===== config.mk =====
export PLATFORM = sky130hd
export DESIGN_NAME = fetch_pc_ctrl
export DESIGN_NICKNAME = d
export VERILOG_FILES = /design/src/rtl/fetch_pc_ctrl.sv
export SDC_FILE = /design/constraint.sdc
export NUM_CORES = 1
export LEC_CHECK = 0
export ABC_AREA = 1
export CORE_MARGIN = 10
export CORE_UTILIZATION = 62
export CTS_CLUSTER_DIAMETER = 80
export DETAILED_ROUTE_END_ITERATION = 6
export GPL_TIMING_DRIVEN = 0
export PLACE_DENSITY = 0.94
export SLEW_MARGIN = 0
export SYNTH_ARGS = -nofsm -noshare
export SYNTH_HDL_FRONTEND = slang
export SYNTH_SLANG_ARGS = --single-unit

===== constraint.sdc =====
create_clock -name clk -period 8.1 [get_ports clk]
set_input_delay 1.62 -clock clk [delete_from_list [all_inputs] [get_ports clk]]
set_output_delay 1.62 -clock clk [all_outputs]
set_load 0.02 [all_outputs]

===== src/rtl/fetch_pc_ctrl.sv =====
// Fetch-stage PC sequencer: issues imem requests (one outstanding), applies
// delayed-branch redirects, and presents instructions through an output register plus skid.
module fetch_pc_ctrl #(
   parameter logic [31:0] RESET_PC = 32'h0000_3000
) (
   input  logic        clk,
   input  logic        reset,
   input  logic        stall,
   input  logic        redirect_valid,
   input  logic [31:0] redirect_target,
   output logic        imem_req,
   output logic [31:0] imem_addr,
   input  logic        imem_gnt,
   input  logic        imem_rvalid,
   input  logic [31:0] imem_rdata,
   output logic        f_valid,
   output logic [31:0] f_pc,
   output logic [31:0] f_instr,
   output logic        f_adel
);

   localparam int unsigned XLEN = 32;

   typedef enum logic [1:0] {S_IDLE, S_REQ, S_WAIT} state_t;

   state_t            state;
   logic [XLEN-1:0]   req_addr;
   logic              req_adel;
   logic              req_redir;
   logic [XLEN-1:0]   fly_addr;
   logic              fly_adel;
   logic [XLEN-1:0]   seq_addr;
   logic              pending;
   logic [XLEN-1:0]   slot;
   logic [XLEN-1:0]   pend_addr;
   logic              pend_adel;
   logic              skid_valid;
   logic [XLEN-1:0]   skid_pc;
   logic [XLEN-1:0]   skid_instr;
   logic              skid_adel;

   logic              consume;
   logic              issue_ok;
   logic              cur_pending;
   logic [XLEN-1:0]   cur_slot;
   logic [XLEN-1:0]   cur_target;
   logic              cur_tadel;
   logic              use_redir;
   logic [XLEN-1:0]   next_addr;
   logic              next_adel;
   logic              issue_now;
   logic              sel_adel;
   logic              sel_redir;
   logic              granted;
   logic              load_out;

   assign consume  = f_valid && !stall;
   assign issue_ok = !skid_valid && !(f_valid && stall);

   // A redirect arriving this cycle takes effect immediately for the slot request.
   assign cur_pending = pending || redirect_valid;
   assign cur_slot    = redirect_valid ? f_pc + XLEN'(8) : slot;
   assign cur_target  = redirect_valid ? {redirect_target[31:2], 2'b00} : pend_addr;
   assign cur_tadel   = redirect_valid ? (redirect_target[1:0] != 2'b00) : pend_adel;
   assign use_redir   = cur_pending && (seq_addr == cur_slot);
   assign next_addr   = use_redir ? cur_target : seq_addr;
   assign next_adel   = use_redir && cur_tadel;

   // Back-to-back issue: a new request goes out in the cycle its predecessor returns.
   assign issue_now = (state == S_WAIT) && imem_rvalid && issue_ok;
   assign imem_req  = (state == S_REQ) || issue_now;
   assign imem_addr = issue_now ? next_addr : req_addr;
   assign sel_adel  = issue_now ? next_adel : req_adel;
   assign sel_redir = issue_now ? use_redir : req_redir;
   assign granted   = imem_req && imem_gnt;
   assign load_out  = !f_valid || consume;

   always_ff @(posedge clk) begin
      if (!reset) begin
         state      <= S_IDLE;
         req_addr   <= RESET_PC;
         req_adel   <= 1'b0;
         req_redir  <= 1'b0;
         fly_addr   <= RESET_PC;
         fly_adel   <= 1'b0;
         seq_addr   <= RESET_PC;
         pending    <= 1'b0;
         slot       <= '0;
         pend_addr  <= '0;
         pend_adel  <= 1'b0;
         skid_valid <= 1'b0;
         skid_pc    <= '0;
         skid_instr <= '0;
         skid_adel  <= 1'b0;
         f_valid    <= 1'b0;
         f_pc       <= RESET_PC;
         f_instr    <= '0;
         f_adel     <= 1'b0;
      end else begin
         case (state)
            S_IDLE: begin
               if (issue_ok) begin
                  state     <= S_REQ;
                  req_addr  <= next_addr;
                  req_adel  <= next_adel;
                  req_redir <= use_redir;
               end
            end
            S_REQ: begin
               if (imem_gnt) state <= S_WAIT;
            end
            S_WAIT: begin
               if (imem_rvalid) begin
                  if (!issue_ok) begin
                     state <= S_IDLE;
                  end else if (!imem_gnt) begin
                     state     <= S_REQ;
                     req_addr  <= next_addr;
                     req_adel  <= next_adel;
                     req_redir <= use_redir;
                  end
               end
            end
            default: state <= S_IDLE;
         endcase

         // Tag the in-flight request and advance the sequential stream.
         if (granted) begin
            seq_addr <= imem_addr + XLEN'(4);
            fly_addr <= imem_addr;
            fly_adel <= sel_adel;
         end

         if (granted && sel_redir) begin
            pending <= 1'b0;
         end else if (redirect_valid) begin
            pending   <= 1'b1;
            slot      <= cur_slot;
            pend_addr <= cur_target;
            pend_adel <= cur_tadel;
         end

         // Output register refill: skid first, then a fresh response.
         if (load_out) begin
            if (skid_valid) begin
               f_valid    <= 1'b1;
               f_pc       <= skid_pc;
               f_instr    <= skid_instr;
               f_adel     <= skid_adel;
               skid_valid <= 1'b0;
            end else if (imem_rvalid) begin
               f_valid <= 1'b1;
               f_pc    <= fly_addr;
               f_instr <= imem_rdata;
               f_adel  <= fly_adel;
            end else begin
               f_valid <= 1'b0;
            end
         end

         if (imem_rvalid && !(load_out && !skid_valid)) begin
            skid_valid <= 1'b1;
            skid_pc    <= fly_addr;
            skid_instr <= imem_rdata;
            skid_adel  <= fly_adel;
         end
      end
   end

endmodule

# --- After elaboration in Yosys (flattened, before gate mapping) ---
# Cells that the tools add are included.
word_totals:
  register_bits: 299
  output_inout_bits: 99
  elab_cells: 99
  inputBits: 70
classes:
  addsub: 2
  reduce_logical: 29
  n_mux: 38
  n_bitwise: 2
  eq_ne: 9
op_table:
  columns: ["cell", "n"]
  rows:
  - ["32-bit 2-to-1 mux", 12]
  - ["32-bit case mux with 2 select lines", 1]
  - ["32-bit by 3-bit adder with 32-bit output, second input constant", 1]
  - ["32-bit by 4-bit adder with 32-bit output, second input constant", 1]
  - ["32-bit == test", 1]
  - ["1-bit 2-to-1 mux", 17]
  - ["1-bit logical AND", 11]
  - ["2-bit 2-to-1 mux", 5]
  - ["2-bit != test, second input constant", 5]
  - ["2-bit nonzero test", 4]
  - ["2-bit case mux with 3 select lines", 1]
  - ["1-bit zero test", 5]
  - ["5-bit AND reduction", 1]
  - ["1-bit case mux with 2 select lines", 2]
  - ["2-bit AND reduction", 2]
  - ["4-bit AND reduction", 1]
  - ["1-bit logical OR", 3]
  - ["3-bit != test, second input constant", 1]
  - ["2-bit by 1-bit == test with 1-bit output, second input constant", 1]
  - ["2-bit == test, second input constant", 1]
  - ["2-bit zero test", 1]
  - ["1-bit NOT", 2]
  - ["2-bit OR reduction", 1]

# --- Longest topological paths before layout ---
# Gate-level depths: netlist (run 1).
depth:
  ltp_word: 9
  mapped_depth: 31
  ltp_nobuf: 31

# --- Worst setup path after synthesis (run 1) ---
# Ideal clock, no wire load.
synth_path:
  kind: "input -> output"
  start: "input redirect_valid"
  end: "output imem_addr[31]"
  arrival_time_ns: 3.623
  path_buffers: 2
  path_slack_ns: 2.857
  cell_stages: 17
  path_cell_list: "inv_1 -> buf_2 -> nand2_1 -> nand3_1 -> nand2_1 -> nor2_1 -> nand4_1 -> nor2_1 -> nand3_1 -> nor2_1 -> nand2_1 -> nor2_8 -> nand3_4 -> buf_2 -> o21ai_0 -> nand2_1 -> o21ai_0"
synth_between:
  elab_chain_len: 5
  elab_cells_between_ends: 7
synth_lines:
  columns: ["item", "line_no", "rtl"]
  rows:
  - ["from (decl)", "9", "input logic redirect_valid,"]
  - ["32-bit 2-to-1 mux", "62", "assign cur_slot = redirect_valid ? f_pc + XLEN'(8) : slot;"]
  - ["32-bit == test", "65", "assign use_redir = cur_pending && (seq_addr == cur_slot);"]
  - ["1-bit logical AND", "65", null]
  - ["32-bit 2-to-1 mux (*)", "66", "assign next_addr = use_redir ? cur_target : seq_addr;"]
  - ["32-bit 2-to-1 mux (*)", "72", "assign imem_addr = issue_now ? next_addr : req_addr;"]
  - ["to (decl)", "12", "output logic [31:0] imem_addr,"]
# Every way passes the cells marked *; elsewhere a longest branch is shown, timed or not.

# --- Worst setup path in the final report (run 1) ---
layout_path:
  start: "input redirect_valid"
  end: "output imem_addr[29]"
# Same word-level chain as after synthesis.

==> summary by stage, run 1 <==
Run
Across the run, the number of max-cap violations was 0.

Detailed routing
The overall via count from detail_route is between 15000 and 20000. Dividing the detail-routed via count by the number of cells gives roughly 6.2. The violation count after the first detailed-route iteration is 3040.

After detailed routing, the average wire length per cell comes to around 22 um. The pre-antenna-repair detailed-routing pass consisted of 7 iterations. The number of routed nets with antenna violations is 0.

In the routed design, unresolved DRC markers number 8. The total wire length is around 66000 um.

Floorplanning
The initial utilization of the core area, before any placement, comes to 0.6269. The die area is ~0.032 mm2. The number of placement rows is 58. Measured along the y axis, the die boundary spans 179.1 um. The area of the core region is roughly 0.025 mm2. Pin placement for this block handled between 150 and 200 I/O pins. The width of the die is roughly 180 um.

Cells and area
The number of nets in the final layout is 2706. The number of antenna diodes in the final layout is 0. The fraction of final layout cells with drive strength greater than 1 is 0.06694. The layout-stage area growth over the synthesis result is 20.45%. Fill cells in the final layout number ~1900.

Clocking
The master cell of the clock root buffer is sky130_fd_sc_hd__clkbuf_16. The number of hold-repair buffers added at the cts stage is 0. The number of clock buffers added by TritonCTS is 31. The number of resized instances in the post-cts repair step is 0. The clock network latency to the later pin of the worst-skew pair is between 0.5 and 0.6 ns. The clock-pin slew of the registers on the worst-case setup and hold paths is approximately 0.060 ns. The maximum count of clock buffers along a single path is 3. TritonCTS built the clock tree. After clock tree synthesis, the setup repair step added 0 buffers. The clock net sink count is about 300. In this run the number of H-tree levels came out at 1.

STA
The setup-violating endpoint count in the final report is 0. Across all setup checks in the final design, the least slack found is roughly 0.27 ns. The highest clock rate is 127.7 MHz. The hold violation count in the final report was 0. The fraction of the cycle the final worst path needs is 0.9669. Headroom to the max-slew limit came out at 0.3624.

The smallest clock period supported by the final layout is computed as 7.832 ns. The number of pins exceeding their max-slew limit in the final report came to 0. The final total negative setup slack is 0 ns. At the pin with the least slew margin, the transition time is around 0.96 ns.

The clock arrives with 0.01813 ns of skew. Setup repair after global routing left no endpoint under its margin.

Power
Dividing total power by cell area gives a power density of 243.2 mW/mm2. The total power is roughly 0.0046 W. The largest voltage drop on the vdd net is around 0.24 mV. The analysis attributes to cell leakage a power of approximately 8.5 nW.

Outcome
The run finished, with violations left. The checks that failed: design-rule violations.

Critical path
The number of buffer and inverter instances along the worst setup path is 8. The gate family responsible for the most delay along the worst path is buffers and inverters. The maximum fanout count along the critical path is 10. The worst setup path is captured at an output pin. The highest-delay cell along the critical path is sky130_fd_sc_hd__o21ai_0. Data on the critical path arrives at its endpoint at a little over 6 ns.

Walking the worst path, the cells encountered are clkdlybuf4s50_1 > buf_2 > buf_2 > buf_2 > clkbuf_1 > clkbuf_1 > clkbuf_1 > nor2_1 > o21ai_0 > nand3_1 > nand2_1 > clkdlybuf4s50_1. The required time at the worst-slack endpoint is between 6 and 7 ns. The worst setup path is launched from an input port. On the worst path, the slowest cell contributes a delay of about 0.65 ns. The category of the critical setup timing path is in -> out.

Yosys
The net count after synthesis is around 2500. The number of warnings printed during yosys synthesis is 0. The sequential-to-total area share from yosys stat is 0.3788. The post-synthesis instance total is approximately 2400. The number of different library cells used by synthesis comes to 39.

A synthesized cell averages approximately 6.5 um2. The mapped netlist covers about 0.016 mm2. In this run, synthesis produced a sequential element count of between 200 and 300.

GRT
The first-pass GRT wire length is 99420 um. The overall fraction of global-route tracks in use is 0.4008. The number of antenna violations at the first check in global routing is 1. The remaining global-route overflow is 0. The number of global-route vias before repair is between 15000 and 20000. The maximum number of pins on one net before global-route repair is 16.

Hold path
The worst min-delay path category is reg -> reg.

Place
Buffers placed on the I/O ports in this run total roughly 170. The worst setup timing slack at the placement stage is approximately 0.46 ns. The final RePlAce weighted congestion is between 1 and 1.5. The total half-perimeter wirelength after legalization and detailed placement is between 40000 and 50000 um.
[placed cells by master (no fill, tap or decap), types with 25 or more instances in the layout]
master / count
sky130_fd_sc_hd__nand2_1: 525
sky130_fd_sc_hd__inv_1: 304
sky130_fd_sc_hd__dfxtp_1: 297
sky130_fd_sc_hd__nor2_1: 271
sky130_fd_sc_hd__a21oi_1: 263
sky130_fd_sc_hd__o21ai_0: 242
sky130_fd_sc_hd__nand3_1: 178
sky130_fd_sc_hd__clkdlybuf4s50_1: 167
sky130_fd_sc_hd__clkbuf_1: 112
sky130_fd_sc_hd__clkbuf_16: 31
sky130_fd_sc_hd__a211oi_1: 30
sky130_fd_sc_hd__o211ai_1: 29
sky130_fd_sc_hd__nand2_2: 25
[power breakdown]
part | switching (W) | total (W) | internal (W)
Clock | 0.000630 | 0.00157 | 0.000942
Combinational | 0.000869 | 0.00127 | 0.000405
Sequential | 0.000134 | 0.00175 | 0.00162
[state kept, by name, indices dropped and copies added (netlist names), 2 cells and up]
name	flops
req_addr	32
f_pc	32
f_instr	32
skid_instr	32
slot	32
fly_addr	32
pend_addr	32
state	2
skid_pc	32
seq_addr	30
[area by class of cell]
class,count,area (um2),share of cell area
repair buffers,168,1679,0.08882
multi-input cells,1686,8018,0.4241
well taps,330,412.9,0.02184
plain buffers,136,554.3,0.02932
clock buffers,44,914.6,0.04838
flip-flops and latches,297,5946,0.3145
clock inverters,14,202.7,0.01072
inverters,314,1179,0.06234
[tightest hold or removal path: cells and delay by family (launching register included)]
family / cells / cell delay [ns]
AO/OA/AOI/OAI: 1 / 0.06
flip-flops: 1 / 0.30
buffers and inverters: 1 / 0.06
[metrics by stage]
stage	area [um2]	cells	hold WS (ns)	utilization
after floorplan	15700	2433	0.4153	-
after detailed placement	17780	2930	0.4362	0.7102
final	18910	2989	0.4614	0.7551
after global placement	17780	2930	0.4228	0.7102
after CTS	18900	2988	0.4545	0.7548
after global routing	18910	2989	0.4708	0.7551
[kinds of logic (layout without fill, tap and decap cells)]
group,after synthesis,in the layout,share of synthesized area
flip-flops,297,297,0.3788
AND/OR/NAND/NOR,1089,1089,0.3071
AO/OA/AOI/OAI,594,594,0.2016
XOR/XNOR,1,1,0.0005581
buffers and inverters,450,676,0.1104
adder cells (fa/ha/maj),2,2,0.001594
[layer usage]
layer,GRT usage,vias to the layer above,share of wire
li1,-,8264,-
met1,0.5133,8585,0.37
met2,0.6127,1475,0.43
met3,0.1118,282,0.14
met4,0.1910,2,0.055
met5,0.001600,-,0.00020
[synth_stat cells (all sizes together)]
library cell | count | share of area
a211oi | 30 | 0.014
a21boi | 1 | 0.00048
a21oi | 263 | 0.084
a311oi | 2 | 0.0011
a31oi | 14 | 0.0056
and2 | 1 | 0.00040
buf | 28 | 0.0095
clkbuf | 108 | 0.026
clkinv | 2 | 0.00048
dfxtp | 297 | 0.38
ha | 2 | 0.0016
inv | 312 | 0.075
nand2 | 556 | 0.14
nand3 | 186 | 0.063
nand3b | 2 | 0.0012
nand4 | 16 | 0.0064
nor2 | 301 | 0.085
nor3 | 5 | 0.0030
o2111ai | 1 | 0.00056
o211ai | 29 | 0.014
o21ai | 251 | 0.080
o21bai | 2 | 0.00096
o221ai | 1 | 0.00056
or2 | 22 | 0.0088
xor2 | 1 | 0.00056
[worst paths after layout]
kind                                      from       endpoint  slack (ns)  cells past startpoint
worst max-delay path            redirect_valid  imem_addr[29]        0.27                     12
worst min-delay path               skid_pc[12]    skid_pc[12]        0.46                      2
worst max register to register         f_pc[3]   seq_addr[18]        3.27                     31
worst min register to register     skid_pc[12]    skid_pc[12]        0.46                      2
Power figures use the tool's default switching activity.
==> inputs of run 2 (changes only) <==
Settings changed: RECOVER_POWER set to 25.
==> run 2 against run 1 <==
The flow now finishes without violations. Via count rose by 0.21%. Count of clock-buffer cells in the layout did not move. Setup slack lost 0.011 ns. Fmax shrank 0.14%. Critical path depth did not move. Hold slack improved by 0.00085 ns. First-iteration DRC count hardly changed. Sequential share of layout area did not move. Design area unchanged. Clock power about the same. Register-to-register slack barely moved. Utilization stayed put. Critical endpoint unchanged.
==> summary by stage, run 2 (synthesized netlist as in run 1, its figures left out) <==
GRT
The remaining global-route overflow is 0. Entering global routing, the biggest net connects 16 pins. The number of global-route vias before repair came to 17350. The number of antenna violations at the first check in global routing is 1. The overall fraction of global-route tracks in use is 0.4008. The first global-routing pass estimated approximately 99000 um of wire.

Floorplanning
The core region is 0.02504 mm2. The initial standard-cell utilization of the core is 0.6269. From bottom edge to top edge, the die measures between 150 and 200 um. The floorplan step set the die width to ~180 um. The die area is ~0.032 mm2. For this design the top-level I/O count stands at about 170. The number of placement rows is 58.

Cells and area
The number of nets in the final layout is around 2700. In the final layout, the share of cells above drive strength 1 is 0.06694. Registers take 0.005946 mm2. Leaving out fill and tap cells, the most frequent cell in the layout is sky130_fd_sc_hd__nand2_1. The combined area of the multi-input logic cells is 0.008018 mm2. The number of antenna cells inserted is 0. The post-layout instance area is between 0.015 and 0.02 mm2. Compared with the post-synthesis result, the final layout area differs by 20.45%. Leaving out fill and tap cells, the most frequent cells in the layout are sky130_fd_sc_hd__nand2_1 (525), sky130_fd_sc_hd__inv_1 (304), sky130_fd_sc_hd__dfxtp_1 (297). The total of fill cells in the finished design is around 1900.

STA
Setup repair after global routing left no endpoint under its margin. The hold violation count in the final report was 0. Across all setup checks in the final design, the least slack found is between 0.2 and 0.3 ns. The number of pins exceeding their max-slew limit in the final report is 0. Setup violations remaining at the end of the flow were counted as 0. Dividing the final minimum period by the clock period gives 0.9683. Derived from the worst setup path, the maximum achievable clock frequency is 127.5 MHz. The setup clock skew after layout is 0.01712 ns. For the final routed database, the setup TNS stands at 0 ns. At the pin with the least slew margin, the transition time is 0.9625 ns. The worst slack on hold paths is 0.4623 ns. The final period demand of the worst path is roughly 8 ns.

Measured against its own limit, the worst slew margin works out to 0.3583.

Power
In this run the static leakage power is ~8.6 nW. IR analysis of the VDD net gives a maximum drop of roughly 0.24 mV. The power per unit of standard cell area is 242.9 mW/mm2.

Run
The tool flagged a number of max-cap violations equal to 0.

Critical path
The gate family responsible for the most delay along the worst path is buffers and inverters. The highest-delay cell along the critical path is sky130_fd_sc_hd__clkdlybuf4s50_1. The nature of the critical path startpoint is an input port. The maximum fanout count along the critical path is 10. The signal on the critical path passes through clkdlybuf4s50_1 > buf_2 > buf_2 > buf_2 > clkbuf_1 > clkbuf_1 > clkbuf_1 > nor2_1 > o21ai_0 > nand3_1 > nand2_1 > clkdlybuf4s50_1.

STA classifies the critical path endpoint as an output pin. The worst endpoint data arrival time is 6.22 ns. The number of buffers and inverters on the critical path is 8. Data on the critical path is required at its endpoint by around 6.5 ns. The delay of the slowest cell on the worst path is approximately 0.65 ns.

The category of the critical setup timing path is in -> out.

Clocking
The clock-pin slew of the registers on the worst-case setup and hold paths is 0.06 ns. The number of clock buffers inserted by TritonCTS is 31. The H-tree level count is 1. The cell sitting at the root of the clock tree is a sky130_fd_sc_hd__clkbuf_16. CTS saw slightly below 300 sinks. Counting along the longest clock path gives a buffer depth of 3.

Buffers inserted to repair hold after CTS numbered 0. Post-CTS timing repair inserted 0 buffers for setup. TritonCTS built the clock tree.

The number of resized instances in the post-cts repair step is 0. The later pin in the worst-skew pair is clocked with a latency of 0.59 ns.

Outcome
The flow ran to the end, and the final reports show no timing, DRC or antenna violations.

Hold path
The worst hold path belongs to the class reg -> reg.

Place
In this run the cell area measured after placement is approximately 0.018 mm2. The final RePlAce weighted congestion is between 1 and 1.5. The number of port buffers is 167. The worst setup timing slack at the placement stage is roughly 0.46 ns. The total half-perimeter wirelength after legalization and detailed placement is ~50000 um.

Detailed routing
The average wire per cell in the routed design is 22.09 um. The detail-routed via count per cell is 6.239. The final layout contains routed wiring with a total length of approximately 66000 um. The routed layout has 18650 vias. The detailed router finished its first iteration with 3038 violations.

The number of detailed-routing iterations run before antenna repair is 6. In this run the remaining antenna-violating nets after routing total 0. The residual DRC count is 0.
[run 2: final cells by class]
cell class,count,area share
Multi-Input combinational cell,1686,0.4241
Sequential cell,297,0.3145
Timing Repair Buffer,168,0.08882
Inverter,314,0.06234
Clock buffer,44,0.04838
Buffer,136,0.02932
Tap cell,330,0.02184
Clock inverter,14,0.01072
[run 2: worst paths after layout]
| check | startpoint | to | slack (ns) | depth (start not counted) |
|---|---|---|---|---|
| max reg2reg | f_pc[3] | seq_addr[18] | 3.27 | 31 |
| min reg2reg | pend_addr[0] | pend_addr[0] | 0.46 | 2 |
| min | pend_addr[0] | pend_addr[0] | 0.46 | 2 |
| max | redirect_valid | imem_addr[29] | 0.26 | 12 |
[run 2: power breakdown]
group | total, W | switching (W) | internal (W)
sequential | 0.00175 | 0.000133 | 0.00162
clock | 0.00157 | 0.000633 | 0.000942
combinational | 0.00127 | 0.000868 | 0.000399
[run 2: per-layer routing]
metal	vias to the layer above	routed length, um	share of wire	global-route usage
met1	8608	24560	0.37	0.5133
met5	-	13	0.00020	0.001600
met2	1463	28240	0.43	0.6127
met4	2	3889	0.059	0.1910
met3	310	9337	0.14	0.1118
li1	8265	-	-	-
[run 2: metrics by stage]
| step | power (W) | util | std cells |
|---|---|---|---|
| CTS | 0.004517 | 0.7548 | 2988 |
| detailed placement | 0.002977 | 0.7102 | 2930 |
| finish | 0.004592 | 0.7551 | 2989 |
| global placement | 0.002947 | 0.7102 | 2930 |
| global route | 0.004724 | 0.7551 | 2989 |
| floorplan | 0.002454 | - | 2433 |
[run 2: worst min-delay path, delay by kind of cell (launching register included)]
family / cells / cell delay, ns
DFF: 1 / 0.32
and+or+nand+nor: 2 / 0.10
